`src/rtl/conv_signal_streamer.sv`:
```
// Transmit end of the conv_1d signal stream: FIFO-buffered samples emitted as frames with valid/ready backpressure.
// Optional zero padding of KERNEL_SIZE-1 trailing beats is enabled by defining CONV_SIGNAL_STREAMER_PAD_EN.
module conv_signal_streamer #(
    parameter int unsigned DATA_WIDTH    = 8,
    parameter int unsigned KERNEL_SIZE   = 8,
    parameter int unsigned FIFO_DEPTH    = 16,
    parameter int unsigned MAX_FRAME_LEN = 1024
) (
    input  logic                                 clk,
    input  logic                                 srst,
    input  logic [DATA_WIDTH-1:0]                in_data,
    input  logic                                 in_vld,
    output logic                                 in_rdy,
    input  logic                                 start,
    input  logic [$clog2(MAX_FRAME_LEN+1)-1:0]   frame_len,
    output logic                                 busy,
    output logic                                 done,
    output logic [$clog2(FIFO_DEPTH+1)-1:0]      fifo_count,
    output logic [DATA_WIDTH-1:0]                signal_data,
    output logic                                 signal_vld,
    output logic                                 signal_last,
    input  logic                                 signal_rdy
);
    localparam int unsigned LEN_WIDTH = $clog2(MAX_FRAME_LEN + 1);
    localparam int unsigned CNT_WIDTH = $clog2(FIFO_DEPTH + 1);
    localparam int unsigned PTR_WIDTH = $clog2(FIFO_DEPTH);

    // Elaboration-time sanity check of the configuration
    if (FIFO_DEPTH < 2 || (FIFO_DEPTH & (FIFO_DEPTH - 1)) != 0 || KERNEL_SIZE < 1) begin : g_bad_cfg
        $error("conv_signal_streamer: FIFO_DEPTH must be a power of two >= 2 and KERNEL_SIZE >= 1");
    end

`ifdef CONV_SIGNAL_STREAMER_PAD_EN
    localparam int unsigned PAD_BEATS = KERNEL_SIZE - 1;
    localparam int unsigned PAD_WIDTH = $clog2(KERNEL_SIZE + 1);
    typedef enum logic [1:0] {IDLE, STREAM, PAD, DRAIN} state_t;
    logic [PAD_WIDTH-1:0] pad_cnt;
`else
    typedef enum logic [1:0] {IDLE, STREAM, DRAIN} state_t;
`endif

    state_t                state;
    logic [DATA_WIDTH-1:0] mem [FIFO_DEPTH];
    logic [PTR_WIDTH-1:0]  wr_ptr;
    logic [PTR_WIDTH-1:0]  rd_ptr;
    logic [LEN_WIDTH-1:0]  remaining;
    logic                  push;
    logic                  pop;
    logic                  load_ok;
    logic                  fifo_empty;

    assign in_rdy     = (fifo_count != CNT_WIDTH'(FIFO_DEPTH));
    assign fifo_empty = (fifo_count == '0);
    assign load_ok    = !signal_vld || signal_rdy;
    assign push       = in_vld && in_rdy;
    assign pop        = (state == STREAM) && load_ok && !fifo_empty;
    assign busy       = (state != IDLE);

    always_ff @(posedge clk) begin
        if (push) begin
            mem[wr_ptr] <= in_data;
        end
    end

    // FIFO pointers, frame FSM and the registered output beat
    always_ff @(posedge clk) begin
        if (srst) begin
            state       <= IDLE;
            wr_ptr      <= '0;
            rd_ptr      <= '0;
            fifo_count  <= '0;
            remaining   <= '0;
            done        <= 1'b0;
            signal_data <= '0;
            signal_vld  <= 1'b0;
            signal_last <= 1'b0;
`ifdef CONV_SIGNAL_STREAMER_PAD_EN
            pad_cnt     <= '0;
`endif
        end else begin
            done <= 1'b0;
            if (push) begin
                wr_ptr <= wr_ptr + PTR_WIDTH'(1);
            end
            if (pop) begin
                rd_ptr <= rd_ptr + PTR_WIDTH'(1);
            end
            case ({push, pop})
                2'b10:   fifo_count <= fifo_count + CNT_WIDTH'(1);
                2'b01:   fifo_count <= fifo_count - CNT_WIDTH'(1);
                default: fifo_count <= fifo_count;
            endcase

            // An accepted beat empties the register unless a new beat is loaded below
            if (signal_vld && signal_rdy) begin
                signal_vld  <= 1'b0;
                signal_last <= 1'b0;
            end

            case (state)
                IDLE: begin
                    if (start && frame_len != '0) begin
                        remaining <= (frame_len > LEN_WIDTH'(MAX_FRAME_LEN)) ?
                                     LEN_WIDTH'(MAX_FRAME_LEN) : frame_len;
                        state     <= STREAM;
                    end
                end
                STREAM: begin
                    if (pop) begin
                        signal_data <= mem[rd_ptr];
                        signal_vld  <= 1'b1;
                        remaining   <= remaining - LEN_WIDTH'(1);
                        if (remaining == LEN_WIDTH'(1)) begin
`ifdef CONV_SIGNAL_STREAMER_PAD_EN
                            if (PAD_BEATS == 0) begin
                                signal_last <= 1'b1;
                                state       <= DRAIN;
                            end else begin
                                signal_last <= 1'b0;
                                pad_cnt     <= PAD_WIDTH'(PAD_BEATS);
                                state       <= PAD;
                            end
`else
                            signal_last <= 1'b1;
                            state       <= DRAIN;
`endif
                        end else begin
                            signal_last <= 1'b0;
                        end
                    end
                end
`ifdef CONV_SIGNAL_STREAMER_PAD_EN
                PAD: begin
                    if (load_ok) begin
                        signal_data <= '0;
                        signal_vld  <= 1'b1;
                        pad_cnt     <= pad_cnt - PAD_WIDTH'(1);
                        signal_last <= (pad_cnt == PAD_WIDTH'(1));
                        if (pad_cnt == PAD_WIDTH'(1)) begin
                            state <= DRAIN;
                        end
                    end
                end
`endif
                DRAIN: begin
                    if (signal_vld && signal_rdy) begin
                        done  <= 1'b1;
                        state <= IDLE;
                    end
                end
                default: state <= IDLE;
            endcase
        end
    end
endmodule
```
`config.mk`:
```
export PLATFORM = sky130hd
export DESIGN_NAME = conv_signal_streamer
export DESIGN_NICKNAME = d
export VERILOG_FILES = /design/src/rtl/conv_signal_streamer.sv
export SDC_FILE = /design/constraint.sdc
export NUM_CORES = 1
export LEC_CHECK = 0
export BUFFER_PORTS_ARGS = -buffer_cell sky130_fd_sc_hd__buf_2
export CAP_MARGIN = 30
export CORE_MARGIN = 2
export CORE_UTILIZATION = 30
export CTS_BUF_LIST = sky130_fd_sc_hd__clkbuf_4
export CTS_CLUSTER_DIAMETER = 30
export DETAILED_ROUTE_END_ITERATION = 8
export PLACE_DENSITY = 0.53
export RECOVER_POWER = 25
export SYNTH_ARGS = -nofsm -noshare
export SYNTH_HDL_FRONTEND = slang
export SYNTH_SLANG_ARGS = --single-unit
```
`constraint.sdc`:
```
create_clock -name clk -period 3.35 [get_ports clk]
set_input_delay 0.335 -clock clk [delete_from_list [all_inputs] [get_ports clk]]
set_output_delay 0.335 -clock clk [all_outputs]
set_load 0.02 [all_outputs]
```
== Word-level counts from Yosys, hierarchy flattened ==
Memory sizes are Yosys's and may differ from the RTL's. A register that Yosys moved wholly into a read port is not among the register bits.
Index checks and enable logic that the tools add are counted.

* Bits in registers: 29
* Latch bits: 0
* RAM bits: 128
* Memory bits (read-only): 0
* Input port bits: 24
* Output and inout port bits: 18
* Word-level logic and storage cells: 64
* Memories kept: 1

{| class="wikitable"
|+ Memories
! memory !! depth !! bits a word !! read ports !! clocked after Yosys merged registers in !! write ports !! RTL line !! RTL
|-
| mem || 16 || 8 || 1 || 1 || 1 || 43 || <nowiki>logic [DATA_WIDTH-1:0] mem [FIFO_DEPTH];</nowiki>
|}

* Add/subtract/negate cells: 5
* Multipliers: 0
* Div/mod/pow operators: 0
* $lt $le $gt $ge: 1
* Eq/ne operators: 10
* Shift operators: 0
* Muxes and demuxes: 20
* Bitwise operators: 1
* Reductions and logical operators: 18

{| class="wikitable"
|+ Operators by type and width
! kind !! number
|-
| 11-bit 2-to-1 mux || 3
|-
| 11-bit one-hot mux with 2 select lines || 1
|-
| 11-bit by 1-bit equality test with 1-bit output (second input constant) || 1
|-
| 11-bit greater-than comparator (second input constant) || 1
|-
| 11-bit nonzero test || 1
|-
| 11-bit by 1-bit subtractor with 11-bit output (second input constant) || 1
|-
| 1-bit 2-to-1 mux || 10
|-
| 5-bit one-hot mux with 2 select lines || 1
|-
| 4-bit by 1-bit adder with 4-bit output (second input constant) || 2
|-
| 2-bit 2-to-1 mux || 4
|-
| 2-bit inequality test (second input constant) || 3
|-
| 2-bit one-hot mux with 3 select lines || 1
|-
| 2-bit nonzero test || 3
|-
| 5-bit by 1-bit adder with 5-bit output (second input constant) || 1
|-
| 1-bit logical AND || 5
|-
| 5-bit zero test || 1
|-
| 5-bit inequality test (second input constant) || 1
|-
| 5-bit by 1-bit subtractor with 5-bit output (second input constant) || 1
|-
| 2-bit by 1-bit equality test with 1-bit output (second input constant) || 2
|-
| 2-bit equality test (second input constant) || 2
|-
| 4-bit AND reduction || 1
|-
| 3-bit AND reduction || 1
|-
| 1-bit zero test || 2
|-
| 2-bit zero test || 1
|-
| 5 further kinds || 5
|}

== Longest topological paths before layout ==
* Word-level depth: 6
* Gate-level depth with buffers: 13
* Mapped depth without buffers: 11

== Worst setup path before layout ==
OpenSTA, ideal clock, no wires.

* Path kind: flip-flop to flip-flop
* Start point: register fifo_count[2]
* End point: register fifo_count[2]
* Library setup time: 0.071 ns
* Data arrival time: 2.743 ns
* Required time: 3.279 ns
* Slack: 0.537 ns
* Stages on the path, launching flop included: 13
* Clock period less this slack: 2.813 ns
* Cells stage by stage: dfxtp_1 > clkbuf_1 > nor4_1 > a21boi_1 > inv_1 > ha_1 > clkbuf_1 > xor2_1 > ha_1 > a21oi_1 > xor2_1 > or3_1 > a21oi_1

* Word-level cells in the longest chain between the ends: 5

{| class="wikitable"
|+ RTL lines
! item !! RTL line !! RTL
|-
| from (decl) || 18 || <nowiki>output logic [$clog2(FIFO_DEPTH+1)-1:0] fifo_count,</nowiki>
|-
| from (signal assigned) || 89 || <nowiki>2'b10: fifo_count <= fifo_count + CNT_WIDTH'(1);</nowiki>
|-
| from (signal assigned) || 90 || <nowiki>2'b01: fifo_count <= fifo_count - CNT_WIDTH'(1);</nowiki>
|-
| from (signal assigned) || 91 || <nowiki>default: fifo_count <= fifo_count;</nowiki>
|-
| branches (longest 5 deep; another with 5-bit by 1-bit subtractor with 5-bit output) || -- ||
|}

Parallel ways; which one is timed is not known.
A chain may end at the register's enable or synchronous reset.

== Final worst setup path ==
* Start point: register fifo_count[3]
* End point: register fifo_count[2]

* Word-level cells in the longest chain between the ends: 5

{| class="wikitable"
|+ RTL lines
! item !! RTL line !! RTL
|-
| 5-bit zero test (*) || 53 || <nowiki>assign fifo_empty = (fifo_count == '0);</nowiki>
|-
| 1-bit zero test (*) || 56 || <nowiki>assign pop = (state == STREAM) && load_ok && !fifo_empty;</nowiki>
|-
| 1-bit logical AND (*) || 56 ||
|-
| net pop || 48 || <nowiki>logic pop;</nowiki>
|-
| 2-bit by 1-bit equality test with 1-bit output or 2-bit equality test (tied branches) || 88 || <nowiki>case ({push, pop})</nowiki>
|-
| 5-bit one-hot mux with 2 select lines or 2-bit nonzero test (tied branches) || -- ||
|}

Mark *: on every way through the listed nets, which the timed path passes. The rest lies on a longest branch.

==> results.sh <==
export IMPL_drive_gt1_share_pct=23.5
export IMPL_skew_ns=0.0184
export IMPL_syn_nets=488
export IMPL_crit_path_max_fanout=9
export IMPL_power_density_mw_per_mm2=625
export IMPL_die_area_mm2=0.0240
export IMPL_place_congestion=0.771
export IMPL_comb_power_share_pct=24.5
export IMPL_r2r_end="fifo_count[2]"
export IMPL_vias_per_cell=5.06
export IMPL_finalSetupViolCount=0
export IMPL_cp_end_kind="flop"
export IMPL_cts_sinks=165
export IMPL_cpPeakStageDelay_ns=0.58
export IMPL_ys_ff_latch=165
export IMPL_cts_tree="done"
export IMPL_dr_total_vias=4046
export IMPL_place_area_mm2=0.00737
export IMPL_holdPathEnd="done"
export IMPL_grt_usage_pct=13.0
export IMPL_synth_cell_area_mm2=0.00683
export IMPL_layout_nets=535
export IMPL_cap_violations=0
export IMPL_portBuffers=41
export IMPL_finalHoldViolCount=0
export IMPL_core_mm2=0.0225
export IMPL_top_usage_layer="met2"
export IMPL_syn_instance_count=454
export IMPL_cts_root_buf="clkbuf_4"
export IMPL_drcViolationCount=0
export IMPL_post_route_min_period_ns=2.75
export IMPL_gr_total_overflow=0
export IMPL_die_w_um=155
export IMPL_rsz0062_at_grt="no"
export IMPL_grt_use_met2_pct=20.7
export IMPL_synth_distinct_cells=57
export IMPL_initialDrtViolationCount=308
export IMPL_peakVddDrop_uv=271
export IMPL_synth_edff_count=128
export IMPL_drtPass1Iterations=4
export IMPL_worst_hold_startpoint="signal_rdy"
export IMPL_hold_path_class="primary input to flop"
export IMPL_arrival_ns=3.25
export IMPL_cp_start_kind="flop"
export IMPL_met3_usage_pct=3.20
export IMPL_ant_nets=0
export IMPL_ios=42
export IMPL_power_switching_mw=1.54
export IMPL_fin_setup_tns_ns=0
export IMPL_met1_usage_pct=17.9
export IMPL_postCtsSetupBuffers=0
export IMPL_worst_pin_slew_ns=0.917
export IMPL_rr_worst_depth=10
export IMPL_antenna_cells=0
export IMPL_initial_core_util_pct=30.4
export IMPL_htreeDepth=4
export IMPL_holdPathStages=3
export IMPL_async_flop_share_pct=0
export IMPL_worstPathRequired_ns=3.85
export IMPL_first_global_vias=4074
export IMPL_critPathKind="flop to flop"
export IMPL_antenna_found_initial=1
export IMPL_clk_pin_slew_ns=0.14
export IMPL_timing_rr_start="fifo_count[3]"
export IMPL_fin_area_mm2=0.00764
export IMPL_wl_per_cell_um=18.9
export IMPL_yosysWarnings=0
export IMPL_ff2ff_setup_slack_ns=0.60
export IMPL_grt_max_degree=40
export IMPL_ctsResizeCount=0
export IMPL_cts_buffer_depth=2
export IMPL_rows=55
export IMPL_cp_cell_sequence="or4_4 > o211ai_4 > inv_2 > ha_1 > xor2_1 > ha_1 > a21oi_1 > xor2_1 > or3_1 > a21oi_1"
export IMPL_wl_um=15100
export IMPL_pwr_share_seq_pct=51.0
export IMPL_critPathLaunch="fifo_count[3]"
export IMPL_clkLatencyLatePin_ns=0.57
export IMPL_slew_viol_final=0
export IMPL_numCtsBuffers=17
export IMPL_max_freq_mhz=364
export IMPL_ys_seq_area_share_pct=67.1
export IMPL_hpwl_um=9640
export IMPL_grt_pass1_wl_um=23600
export IMPL_fin_crit_sh_pct=82.1
export IMPL_area_growth_pct=11.9
export IMPL_ctsHoldBuffers=0
export IMPL_internal_power_mw=3.24
export IMPL_ys_flop_type="edfxtp_1"
export IMPL_die_h_um=155
export IMPL_worst_path_max_delay_cell="or4_4"
export IMPL_p_leak_nw=2.53
export IMPL_slew_headroom_pct=38.6
export IMPL_avgSynthCellArea_um2=15.1
export IMPL_swShare_pct=32.2
export IMPL_pwr_share_clk_pct=24.5
export IMPL_status="finished, final reports clean"
[cell families (layout without fill, tap and decap cells)]
family / after synthesis / in the layout / synth area share, %
flip-flops: 165 / 165 / 67.1
AND/OR/NAND/NOR: 109 / 109 / 8.06
AO/OA/AOI/OAI: 91 / 91 / 8.59
buffers and inverters: 35 / 95 / 2.34
multiplexers: 33 / 33 / 10.7
XOR/XNOR: 11 / 11 / 1.41
adder cells (fa/ha/maj): 10 / 10 / 1.83
[routing by layer]
| metal | up-vias | routed length [µm] |
|---|---|---|
| met4 | 2 | 155 |
| li1 | 1860 | - |
| met5 | - | 16 |
| met1 | 2082 | 7290 |
| met3 | 16 | 635 |
| met2 | 86 | 7020 |
[registers in the layout, summed over array words and instances (netlist names)]
register,flops
signal_vld,1
state,2
fifo_count,5
wr_ptr,4
signal_last,1
mem,128
done,1
rd_ptr,4
remaining,11
signal_data,8
[power by group through the flow]
stage | Clock [mW] | Combinational (mW) | Sequential [mW]
4_1_cts | 1.20 | 1.19 | 2.43
5_1_grt | 1.28 | 1.30 | 2.46
3_5_place_dp | 0 | 1.19 | 2.48
3_3_place_gp | 0 | 1.17 | 2.47
2_1_floorplan | 0 | 0.866 | 2.49
6_report | 1.17 | 1.17 | 2.44
[metrics by stage]
| step | power [mW] | utilization [%] | std cells | setup slack [ns] | hold slack [ns] |
|---|---|---|---|---|---|
| floorplan | 3.35 | - | 454 | 0.537 | 0.434 |
| finish | 4.78 | 34.0 | 799 | 0.599 | 0.0706 |
| detailed placement | 3.67 | 32.7 | 766 | 0.630 | 0.469 |
| global placement | 3.64 | 32.7 | 766 | 0.711 | 0.460 |
| global route | 5.03 | 34.0 | 799 | 0.436 | 0.0492 |
| CTS | 4.83 | 34.0 | 798 | 0.595 | 0.0236 |
[placed cells by master, fill, tap and decap left out, drive strengths merged, types with 4 or more instances in the layout]
master / instances
inv: 16
clkinv: 6
mux4: 32
edfxtp: 128
nor3: 11
buf: 46
o21ai: 16
xor2: 8
ha: 10
a22oi: 18
dfxtp: 37
nand2: 14
a21oi: 35
nor4: 5
nor2: 43
clkbuf: 25
and3: 4
nor2b: 6
or3: 4
nand2b: 6
[worst max-delay path by stage]
stage,end,slack [ns],cells after the start
after floorplan,fifo_count[2],0.54,12
after global placement,fifo_count[4],0.71,11
after detailed placement,fifo_count[2],0.63,10
after CTS,fifo_count[2],0.60,10
after global routing,fifo_count[2],0.44,10
final,fifo_count[2],0.60,10
[synth_stat cells (2+ instances only)]
cell type,count,share of area (%)
clkbuf_1,14,0.77
nor3_1,11,0.81
buf_2,4,0.29
a31oi_1,3,0.27
and3_1,4,0.37
buf_4,2,0.22
inv_1,8,0.44
or2_2,2,0.18
a22oi_1,18,2.0
o21ai_1,4,0.29
buf_6,2,0.33
edfxtp_1,128,56
or3_1,3,0.27
nor2_1,43,2.4
mux4_2,32,11
ha_1,10,1.8
buf_1,2,0.11
nand2_1,14,0.77
nor2b_1,6,0.55
o31ai_1,3,0.33
dfxtp_1,37,11
o21ai_0,11,0.81
a21oi_1,35,2.6
xnor2_1,3,0.38
nand3b_1,2,0.22
a211oi_1,2,0.22
a311oi_1,3,0.38
nor4_1,5,0.46
xor2_1,8,1.0
nand3_1,2,0.15
or4_4,2,0.33
nand2b_1,6,0.55
[critical path: cells and delay by family, from the launching register on]
kind	cells	cell delay, ns
AO/OA/AOI/OAI	3	0.49
XOR/XNOR	2	0.29
adder cells (fa/ha/maj)	2	0.53
buffers and inverters	1	0.09
flip-flops	1	0.41
AND/OR/NAND/NOR	2	0.89
[area by class of cell]
type | instances | area (µm²)
fill | 2174 | 14900
sequential | 165 | 4590
multi-input combinational | 254 | 2090
tap | 285 | 357
timing repair buffer | 53 | 299
clock inverter | 14 | 141
clock buffer | 18 | 135
inverter | 10 | 37.5
(Power assumes the default switching activity.)
